===== src/rtl/pipeline_hazard_ctrl.sv =====
// ---------------------------------------------------------------------------
// pipeline_hazard_ctrl
//
// Central stall/flush sequencer for the pipelined RV32I core. It drives the
// hold enables of the PC, IF/DE, DE/EX and EX/MEM registers and the NOP-insert
// clears of IF/DE and DE/EX. It resolves load-use hazards, taken-branch
// flushes and multi-cycle data-memory waits, runs a short drain after reset
// and keeps saturating hazard statistics.
//
// Ports:
//   clk, rst_n          core clock, asynchronous active-low reset
//   rs1_de, rs2_de      source registers of the DE instruction
//   rs1_used_de/rs2_... DE instruction actually reads that source
//   rd_ex, RuWr_ex      destination / register-write enable of EX instruction
//   RUDataWrSrc_ex      EX writeback source, 2'b01 means load
//   NextPCSrc           taken branch/jump resolved in EX
//   dm_req_mem          MEM instruction accesses data memory
//   dm_ready            data memory completes the access this cycle
//   stall_pc/fd/de/em   hold PC, IF/DE, DE/EX, EX/MEM
//   clr_fd, clr_de      load NOP into IF/DE, DE/EX
//   mem_timeout         sticky flag: a memory wait ran into MAX_WAIT
//   stall_cnt           saturating count of stalled cycles
//   flush_cnt           saturating count of taken-branch flushes
// ---------------------------------------------------------------------------
module pipeline_hazard_ctrl #(
    parameter int DRAIN_CYCLES = 3,
    parameter int MAX_WAIT     = 64,
    parameter int CNT_W        = 16
) (
    input  logic             clk,
    input  logic             rst_n,
    input  logic [4:0]       rs1_de,
    input  logic [4:0]       rs2_de,
    input  logic             rs1_used_de,
    input  logic             rs2_used_de,
    input  logic [4:0]       rd_ex,
    input  logic             RuWr_ex,
    input  logic [1:0]       RUDataWrSrc_ex,
    input  logic             NextPCSrc,
    input  logic             dm_req_mem,
    input  logic             dm_ready,
    output logic             stall_pc,
    output logic             stall_fd,
    output logic             stall_de,
    output logic             stall_em,
    output logic             clr_fd,
    output logic             clr_de,
    output logic             mem_timeout,
    output logic [CNT_W-1:0] stall_cnt,
    output logic [CNT_W-1:0] flush_cnt
);

    typedef enum logic [1:0] {
        ST_DRAIN,
        ST_RUN,
        ST_MEM_WAIT
    } state_t;

    localparam logic [3:0] LP_DRAIN_LAST = 4'(DRAIN_CYCLES - 1);
    localparam logic [7:0] LP_MAX_WAIT   = 8'(MAX_WAIT);

    state_t           r_state;
    state_t           w_nextState;
    logic [3:0]       r_drainCnt;
    logic [7:0]       r_waitCnt;
    logic             r_memTimeout;
    logic [CNT_W-1:0] r_stallCnt;
    logic [CNT_W-1:0] r_flushCnt;

    logic w_loadUse;
    logic w_memMiss;
    logic w_waitExpired;
    logic w_countStall;
    logic w_countFlush;

    // x0 never carries a dependency, and an unused source field is ignored.
    assign w_loadUse = RuWr_ex && (RUDataWrSrc_ex == 2'b01) && (rd_ex != 5'd0) &&
                       ((rs1_used_de && (rs1_de == rd_ex)) ||
                        (rs2_used_de && (rs2_de == rd_ex)));

    assign w_memMiss     = dm_req_mem && !dm_ready;
    assign w_waitExpired = (r_waitCnt == LP_MAX_WAIT);

    // State register
    always_ff @(posedge clk or negedge rst_n) begin
        if (!rst_n) begin
            r_state <= ST_DRAIN;
        end else begin
            r_state <= w_nextState;
        end
    end

    // Next-state logic
    always_comb begin
        w_nextState = r_state;
        case (r_state)
            ST_DRAIN: begin
                if (r_drainCnt == LP_DRAIN_LAST) begin
                    w_nextState = ST_RUN;
                end
            end
            ST_RUN: begin
                if (w_memMiss) begin
                    w_nextState = ST_MEM_WAIT;
                end
            end
            ST_MEM_WAIT: begin
                if (dm_ready || w_waitExpired) begin
                    w_nextState = ST_RUN;
                end
            end
            default: w_nextState = ST_DRAIN;
        endcase
    end

    // Output logic. Priority in RUN is memory wait, then branch, then
    // load-use; a branch flushes the DE instruction so its load-use is moot.
    always_comb begin
        stall_pc     = 1'b0;
        stall_fd     = 1'b0;
        stall_de     = 1'b0;
        stall_em     = 1'b0;
        clr_fd       = 1'b0;
        clr_de       = 1'b0;
        w_countStall = 1'b0;
        w_countFlush = 1'b0;
        if (!rst_n) begin
            clr_fd = 1'b1;
            clr_de = 1'b1;
        end else begin
            case (r_state)
                ST_DRAIN: begin
                    clr_fd   = 1'b1;
                    clr_de   = 1'b1;
                    stall_pc = 1'b1;
                end
                ST_RUN: begin
                    if (w_memMiss) begin
                        stall_pc     = 1'b1;
                        stall_fd     = 1'b1;
                        stall_de     = 1'b1;
                        stall_em     = 1'b1;
                        w_countStall = 1'b1;
                    end else if (NextPCSrc) begin
                        clr_fd       = 1'b1;
                        clr_de       = 1'b1;
                        w_countFlush = 1'b1;
                    end else if (w_loadUse) begin
                        stall_pc     = 1'b1;
                        stall_fd     = 1'b1;
                        clr_de       = 1'b1;
                        w_countStall = 1'b1;
                    end
                end
                ST_MEM_WAIT: begin
                    // The release cycle (ready or expired) drops every stall.
                    if (!dm_ready && !w_waitExpired) begin
                        stall_pc     = 1'b1;
                        stall_fd     = 1'b1;
                        stall_de     = 1'b1;
                        stall_em     = 1'b1;
                        w_countStall = 1'b1;
                    end
                end
                default: begin
                    clr_fd = 1'b1;
                    clr_de = 1'b1;
                end
            endcase
        end
    end

    // Drain and wait counters; the wait counter holds the number of frozen
    // cycles spent on the current access, starting at 1 on the entry cycle.
    always_ff @(posedge clk or negedge rst_n) begin
        if (!rst_n) begin
            r_drainCnt   <= 4'd0;
            r_waitCnt    <= 8'd0;
            r_memTimeout <= 1'b0;
        end else begin
            if ((r_state == ST_DRAIN) && (r_drainCnt != LP_DRAIN_LAST)) begin
                r_drainCnt <= r_drainCnt + 4'd1;
            end
            if ((r_state == ST_RUN) && w_memMiss) begin
                r_waitCnt <= 8'd1;
            end else if ((r_state == ST_MEM_WAIT) && !dm_ready && !w_waitExpired) begin
                r_waitCnt <= r_waitCnt + 8'd1;
            end
            if ((r_state == ST_MEM_WAIT) && !dm_ready && w_waitExpired) begin
                r_memTimeout <= 1'b1;
            end
        end
    end

    // Saturating statistics
    always_ff @(posedge clk or negedge rst_n) begin
        if (!rst_n) begin
            r_stallCnt <= '0;
            r_flushCnt <= '0;
        end else begin
            if (w_countStall && (r_stallCnt != '1)) begin
                r_stallCnt <= r_stallCnt + 1'b1;
            end
            if (w_countFlush && (r_flushCnt != '1)) begin
                r_flushCnt <= r_flushCnt + 1'b1;
            end
        end
    end

    assign mem_timeout = r_memTimeout;
    assign stall_cnt   = r_stallCnt;
    assign flush_cnt   = r_flushCnt;

endmodule

===== config.mk =====
export PLATFORM = sky130hd
export DESIGN_NAME = pipeline_hazard_ctrl
export DESIGN_NICKNAME = d
export VERILOG_FILES = /design/src/rtl/pipeline_hazard_ctrl.sv
export SDC_FILE = /design/constraint.sdc
export NUM_CORES = 1
export LEC_CHECK = 0
export CORE_MARGIN = 5
export CORE_UTILIZATION = 49
export DETAILED_ROUTE_END_ITERATION = 6
export HOLD_SLACK_MARGIN = 0.12
export MAX_ROUTING_LAYER = met4
export PLACE_DENSITY = 0.79
export SLEW_MARGIN = 25
export SYNTH_ARGS = -nofsm -noshare
export SYNTH_HDL_FRONTEND = slang
export SYNTH_SLANG_ARGS = --single-unit

===== constraint.sdc =====
create_clock -name clk -period 3.3 [get_ports clk]
set_clock_uncertainty 0.2 [all_clocks]
set_input_delay 0.825 -clock clk [delete_from_list [all_inputs] [get_ports clk]]
set_output_delay 0.825 -clock clk [all_outputs]
set_load 0.005 [all_outputs]

==> impl_metrics.env, run 1 <==
export IMPL_required_ns=2.27
export IMPL_fin_crit_ns=3.23
export IMPL_synth_area_um2=2580
export IMPL_syn_avg_cell_area_um2=10.6
export IMPL_max_freq_mhz=310
export IMPL_final_hold_viol_count=0
export IMPL_layout_common_cells="dfrtp_1 (47), clkdlybuf4s50_1 (37), xnor2_1 (26)"
export IMPL_power_leakage_nw=1.56
export IMPL_yosysWarningCount=0
export IMPL_p_sw_mw=0.567
export IMPL_drive_gt1_share_pct=12.3
export IMPL_vdd_ir_drop_worst_uv=427
export IMPL_row_count=26
export IMPL_setup_violations_final=0
export IMPL_yosysSeqAreaShare_pct=45.6
export IMPL_ys_seq_elements=47
export IMPL_cts_buffers=5
export IMPL_io_buffers=63
export IMPL_ant_nets=0
export IMPL_r2r_end="stall_cnt[13]$_DFFE_PN0P_"
export IMPL_drt_vias_per_instance=5.26
export IMPL_post_route_period_util_pct=97.8
export IMPL_start_util_pct=50.5
export IMPL_crit_start="dm_req_mem"
export IMPL_final_cell_area_um2=3450
export IMPL_grt_pass1_wl_um=9390
export IMPL_gp_congestion=0.775
export IMPL_r2r_start="r_state[0]$_DFFE_PN0P_"
export IMPL_grt_max_degree=33
export IMPL_clk_latency_ns=0.29
export IMPL_dp_hpwl_um=4300
export IMPL_wl_per_cell_um=14.4
export IMPL_p_int_mw=1.12
export IMPL_overflow=0
export IMPL_p_comb_share_pct=35.0
export IMPL_ctsHoldBuffers=0
export IMPL_path_max_fanout=5
export IMPL_grt_usage_pct=18.4
export IMPL_tritoncts="built"
export IMPL_routed_wirelength_um=5700
export IMPL_die_x_um=82.6
export IMPL_status="completed"
export IMPL_p_total_mw=1.68
export IMPL_dpl_cell_area_um2=3350
export IMPL_path_cells="clkdlybuf4s50_1 > nand2b_1 > buf_4 > nand3_1 > o211ai_1 > a41o_1 > dlygate4sd2_1"
export IMPL_drtIter0Drc=93
export IMPL_reg2reg_slack_ns=0.60
export IMPL_cts_buffer_depth=2
export IMPL_switching_share_pct=33.7
export IMPL_synth_top_area_share_pct=45.6
export IMPL_grt_pass1_vias=2098
export IMPL_syn_nets=278
export IMPL_crit_type="in -> out"
export IMPL_ys_types=46
export IMPL_cp_slowest_cell="clkdlybuf4s50_1"
export IMPL_max_slew_margin_pct=57.4
export IMPL_ios=64
export IMPL_synth_top_area_cell="dfrtp_1"
export IMPL_antennaDiodeCount=0
export IMPL_hp_class="in -> async"
export IMPL_syn_instance_count=243
export IMPL_worst_pin_slew_ns=0.633
export IMPL_slew_viol_final=0
export IMPL_critPathArrivalTime_ns=2.20
export IMPL_synth_area_top_cells="dfrtp_1 (46%), xnor2_1 (8.8%), xor2_1 (6.8%)"
export IMPL_die_h_um=82.6
export IMPL_critPathLaunchType="input pin"
export IMPL_final_common_cell="dfrtp_1"
export IMPL_maxCapViolations=0
export IMPL_syn_to_final_growth_pct=33.7
export IMPL_cp_end_kind="primary output"
export IMPL_vias=2079
export IMPL_pwr_share_clk_pct=19.6
export IMPL_pwr_density_cell_nw_per_um2=488
export IMPL_clk_pin_slew_worst_paths_ns=0.08
export IMPL_rsz0062_at_grt="yes"
export IMPL_fp_dieArea_um2=6820
export IMPL_sequentialPowerShare_pct=45.4
export IMPL_h_tree_depth=2
export IMPL_first_pass_iters=4
export IMPL_max_stage_delay_ns=0.45
export IMPL_root_buffer="clkbuf_8"
export IMPL_rr_worst_depth=11
export IMPL_drcViolationCount=0
export IMPL_cts_sinks=47
export IMPL_core_um2=5110
export IMPL_nNetsFinal=359
export IMPL_grt_antenna_before_repair=0
[area by class of cell]
type,instances,area [um2]
multi-input combinational,185,1370
sequential,47,1180
inverter,8,30.0
timing repair buffer,77,711
clock buffer,7,76.3
tap,70,87.6
clock inverter,1,5.00
fill,419,1660
[worst max path at each step]
stage                          end  cells after the start  slack, ns
after floorplan           stall_pc                      7       0.31
after global placement    stall_pc                      8      -0.53
after detailed placement  stall_pc                      8      -0.58
after CTS                 stall_pc                      8      -0.06
after global routing      stall_pc                      8     -0.003
final                       clr_de                      7       0.07
[state kept, by name (all words and copies together), names as in the netlist]
signal / cells
flush_cnt: 16
stall_cnt: 16
r_state: 2
mem_timeout: 1
r_drainCnt: 4
r_waitCnt: 8
[repair_timing]
item	in CTS	in global routing
buffers inserted	3	0
gates resized for setup	33	4
pin swaps	16	6
endpoints found under the setup margin	6	3
[power groups by stage]
stage / Sequential [mW] / Clock [mW] / Combinational, mW
global route: 0.783 / 0.371 / 0.655
finish: 0.764 / 0.329 / 0.590
global placement: 0.770 / 0 / 0.567
CTS: 0.766 / 0.341 / 0.598
detailed placement: 0.775 / 0 / 0.588
floorplan: 0.759 / 0 / 0.341
[synthesized netlist by cell type (all sizes together)]
library cell,number
a21boi,3
a21o,1
a21oi,5
a22o,1
a31o,1
a31oi,1
a41o,1
and2b,1
and3,3
and4,3
buf,3
dfrtp,47
ha,10
inv,8
mux2,2
nand2,22
nand2b,1
nand3,10
nand3b,1
nand4,15
nor2,21
nor2b,2
nor3,8
nor3b,3
nor4,8
nor4b,2
nor4bb,1
o2111ai,1
o211ai,1
o21a,1
o21ai,4
o22ai,1
or2,1
or3,2
or4,1
xnor2,27
xor2,20
[metrics by stage]
step | TNS [ns] | setup WS (ns) | instances | utilization [%] | hold WS (ns)
finish | 0 | 0.0720 | 395 | 67.6 | 0.168
global route | -0.00310 | -0.00310 | 395 | 67.6 | 0.163
CTS | -0.0629 | -0.0629 | 395 | 67.5 | 0.165
detailed placement | -2.02 | -0.579 | 384 | 65.7 | 0.269
global placement | -1.93 | -0.530 | 384 | 65.7 | 0.260
floorplan | 0 | 0.310 | 243 | - | 0.246
[per-layer routing]
layer	GRT usage [%]	part of all wire, %	up-vias
met5	-	0	-
met4	6.05	1.6	0
met3	4.12	7.4	8
met2	31.9	50	53
met1	21.2	41	1007
li1	-	-	1011
[critical path: cells and delay by family]
family	cells	cell delay, ns
simple gates	2	0.17
buf+inv	3	0.89
compound gates	2	0.31
[cell families after synthesis]
logic type,share of synthesized area [%]
compound gates,7.03
xor+xnor,16.2
fa+ha+maj,4.85
buf+inv,2.08
flops,45.6
mux,0.872
simple gates,23.4
Note: power is estimated with default switching activity, not from simulation.
==> run 2: changes to the inputs <==
--- a/config.mk
+++ b/config.mk
@@ -5,7 +5,7 @@
 export SDC_FILE = /design/constraint.sdc
 export NUM_CORES = 1
 export LEC_CHECK = 0
-export CORE_MARGIN = 5
+export CORE_MARGIN = 2
 export CORE_UTILIZATION = 49
 export DETAILED_ROUTE_END_ITERATION = 6
 export HOLD_SLACK_MARGIN = 0.12
==> constraint.sdc (replaced) <==
create_clock -name clk -period 3.3 [get_ports clk]
set_clock_uncertainty 0.2 [all_clocks]
set_input_delay 0.825 -clock clk [delete_from_list [all_inputs] [get_ports clk]]
set_output_delay 0.825 -clock clk [all_outputs]
set_load 0.05 [all_outputs]
==> run 2 against run 1 <==
  * Critical path depth is 1 higher
  * Hold slack worse by 0.0062 ns
  * Count of clock-buffer cells in the layout is 2 lower
  * First-iteration DRC count down 39%
  * Register-to-register slack improved by 0.08 ns
  * Clock power rose by 50%
  * Cell area is 3.3% higher
  * Flip-flop and latch count is the same
  * Die area down 14%
  * Setup slack better by 0.020 ns
  * Final cell count stayed put
  * Critical path type unchanged
  * Critical endpoint is now stall_pc
  * Largest power group is now combinational logic
==> impl_metrics.env, run 2 (synthesis results as in run 1) <==
export IMPL_worst_pin_slew_ns=0.588
export IMPL_cts_buffers=5
export IMPL_cts_buffer_depth=2
export IMPL_m1WireLength_um=2370
export IMPL_die_h_um=76.6
export IMPL_hp_class="in -> async"
export IMPL_critPathLaunchType="input pin"
export IMPL_gp_congestion=0.781
export IMPL_route_met2_wl_um=2670
export IMPL_final_hold_viol_count=0
export IMPL_fp_dieArea_um2=5860
export IMPL_required_ns=2.27
export IMPL_power_leakage_nw=1.60
export IMPL_root_buffer="clkbuf_8"
export IMPL_top_layer_used="met4"
export IMPL_die_x_um=76.6
export IMPL_wl_met3_um=272
export IMPL_routed_wirelength_um=5400
export IMPL_ant_nets=0
export IMPL_vdd_ir_drop_worst_uv=456
export IMPL_final_cells=395
export IMPL_syn_to_final_growth_pct=38.1
export IMPL_slew_viol_final=0
export IMPL_row_count=26
export IMPL_nNetsFinal=359
export IMPL_setup_violations_final=0
export IMPL_grt_pass1_wl_um=9430
export IMPL_post_place_ws_ns=-0.266
export IMPL_cts_sinks=47
export IMPL_maxCapViolations=0
export IMPL_grt_usage_pct=20.7
export IMPL_clk_pin_slew_worst_paths_ns=0.09
export IMPL_pwr_density_cell_nw_per_um2=585
export IMPL_wl_per_cell_um=13.7
export IMPL_drcViolationCount=0
export IMPL_h_tree_depth=2
export IMPL_critPathArrivalTime_ns=2.18
export IMPL_fin_crit_ns=3.21
export IMPL_overflow=0
export IMPL_drtIter0Drc=57
export IMPL_post_route_period_util_pct=97.2
export IMPL_tritoncts="built"
export IMPL_dp_hpwl_um=4060
export IMPL_core_um2=5110
export IMPL_drt_vias_per_instance=5.20
export IMPL_nFillCells=410
export IMPL_max_slew_margin_pct=60.4
export IMPL_crit_type="in -> out"
export IMPL_ctsHoldBuffers=0
export IMPL_post_route_util_pct=69.8
export IMPL_setup_tns_ns=0
export IMPL_holdWs_ns=0.162
export IMPL_ios=64
export IMPL_layout_common_cells="dfrtp_1 (47), clkdlybuf4s50_1 (37), xnor2_1 (25)"
export IMPL_path_max_fanout=2
export IMPL_timing_final_ws_setup_ns=0.0921
export IMPL_grt_antenna_before_repair=0
export IMPL_status="completed"
export IMPL_first_pass_iters=4
export IMPL_drive_gt1_share_pct=17.2
export IMPL_grt_max_degree=43
export IMPL_clk_latency_ns=0.30
export IMPL_max_freq_mhz=312
export IMPL_start_util_pct=50.5
export IMPL_final_common_cell="dfrtp_1"
export IMPL_dp_cells=383
export IMPL_grt_pass1_vias=1995
export IMPL_antennaDiodeCount=0
export IMPL_vias=2055
export IMPL_cp_end_kind="primary output"
export IMPL_io_buffers=63
==> run 2: what timing repair did <==
item	in CTS	in global routing
resized for setup	27	13
pin swaps	18	11
endpoints found under the setup margin	3	2
buffers inserted	4	0
==> run 2: per-stage QoR <==
| step | cell area, um2 | power, mW |
|---|---|---|
| after CTS | 3570 | 2.11 |
| after global placement | 3400 | 1.56 |
| after detailed placement | 3400 | 1.58 |
| final | 3560 | 2.09 |
| after floorplan | 2600 | 1.30 |
| after global routing | 3560 | 2.21 |
==> run 2: power breakdown <==
part           internal [mW]  leakage [nW]  switching [mW]
combinational          0.339         0.913           0.486
clock                  0.302        0.0644           0.193
sequential             0.665         0.620          0.0993
==> run 2: area by class of cell <==
class	instances	area (um2)	area share [%]
Clock buffer	5	68.8	1.93
Clock inverter	3	67.6	1.90
Inverter	8	30.0	0.842
Multi-Input combinational cell	185	1400	39.2
Sequential cell	47	1180	33.0
Tap cell	70	87.6	2.46
Timing Repair Buffer	77	737	20.7
==> run 2: final timing paths <==
| kind | start | end | slack, ns | cells past startpoint |
|---|---|---|---|---|
| worst max register to register | r_state[0]$_DFFE_PN0P_ | stall_cnt[13]$_DFFE_PN0P_ | 0.68 | 10 |
| max in group asynchronous | rst_n | flush_cnt[7]$_DFFE_PN0P_ | 1.97 | 2 |
| worst max-delay path | RUDataWrSrc_ex[1] | stall_pc | 0.09 | 8 |
| worst min-delay path | rst_n | r_waitCnt[7]$_DFFE_PN0P_ | 0.16 | 1 |
| worst min register to register | mem_timeout$_DFFE_PN0P_ | mem_timeout$_DFFE_PN0P_ | 0.28 | 1 |
| min in group clk | mem_timeout$_DFFE_PN0P_ | mem_timeout$_DFFE_PN0P_ | 0.28 | 1 |
==> run 2: metal layers <==
layer	vias to the layer above	global-route usage, %
met2	51	34.1
met3	7	5.33
li1	1013	-
met4	0	6.36
met1	984	25.2
met5	-	-
==> run 2: worst max-delay path: stages <==
cell and delay [ns]:
dlygate4sd2_1 0.22, nand3b_1 0.16, a21oi_2 0.14, nor3b_4 0.24, a21boi_4 0.09, nor2b_4 0.14, nor3b_4 0.17, buf_6 0.18
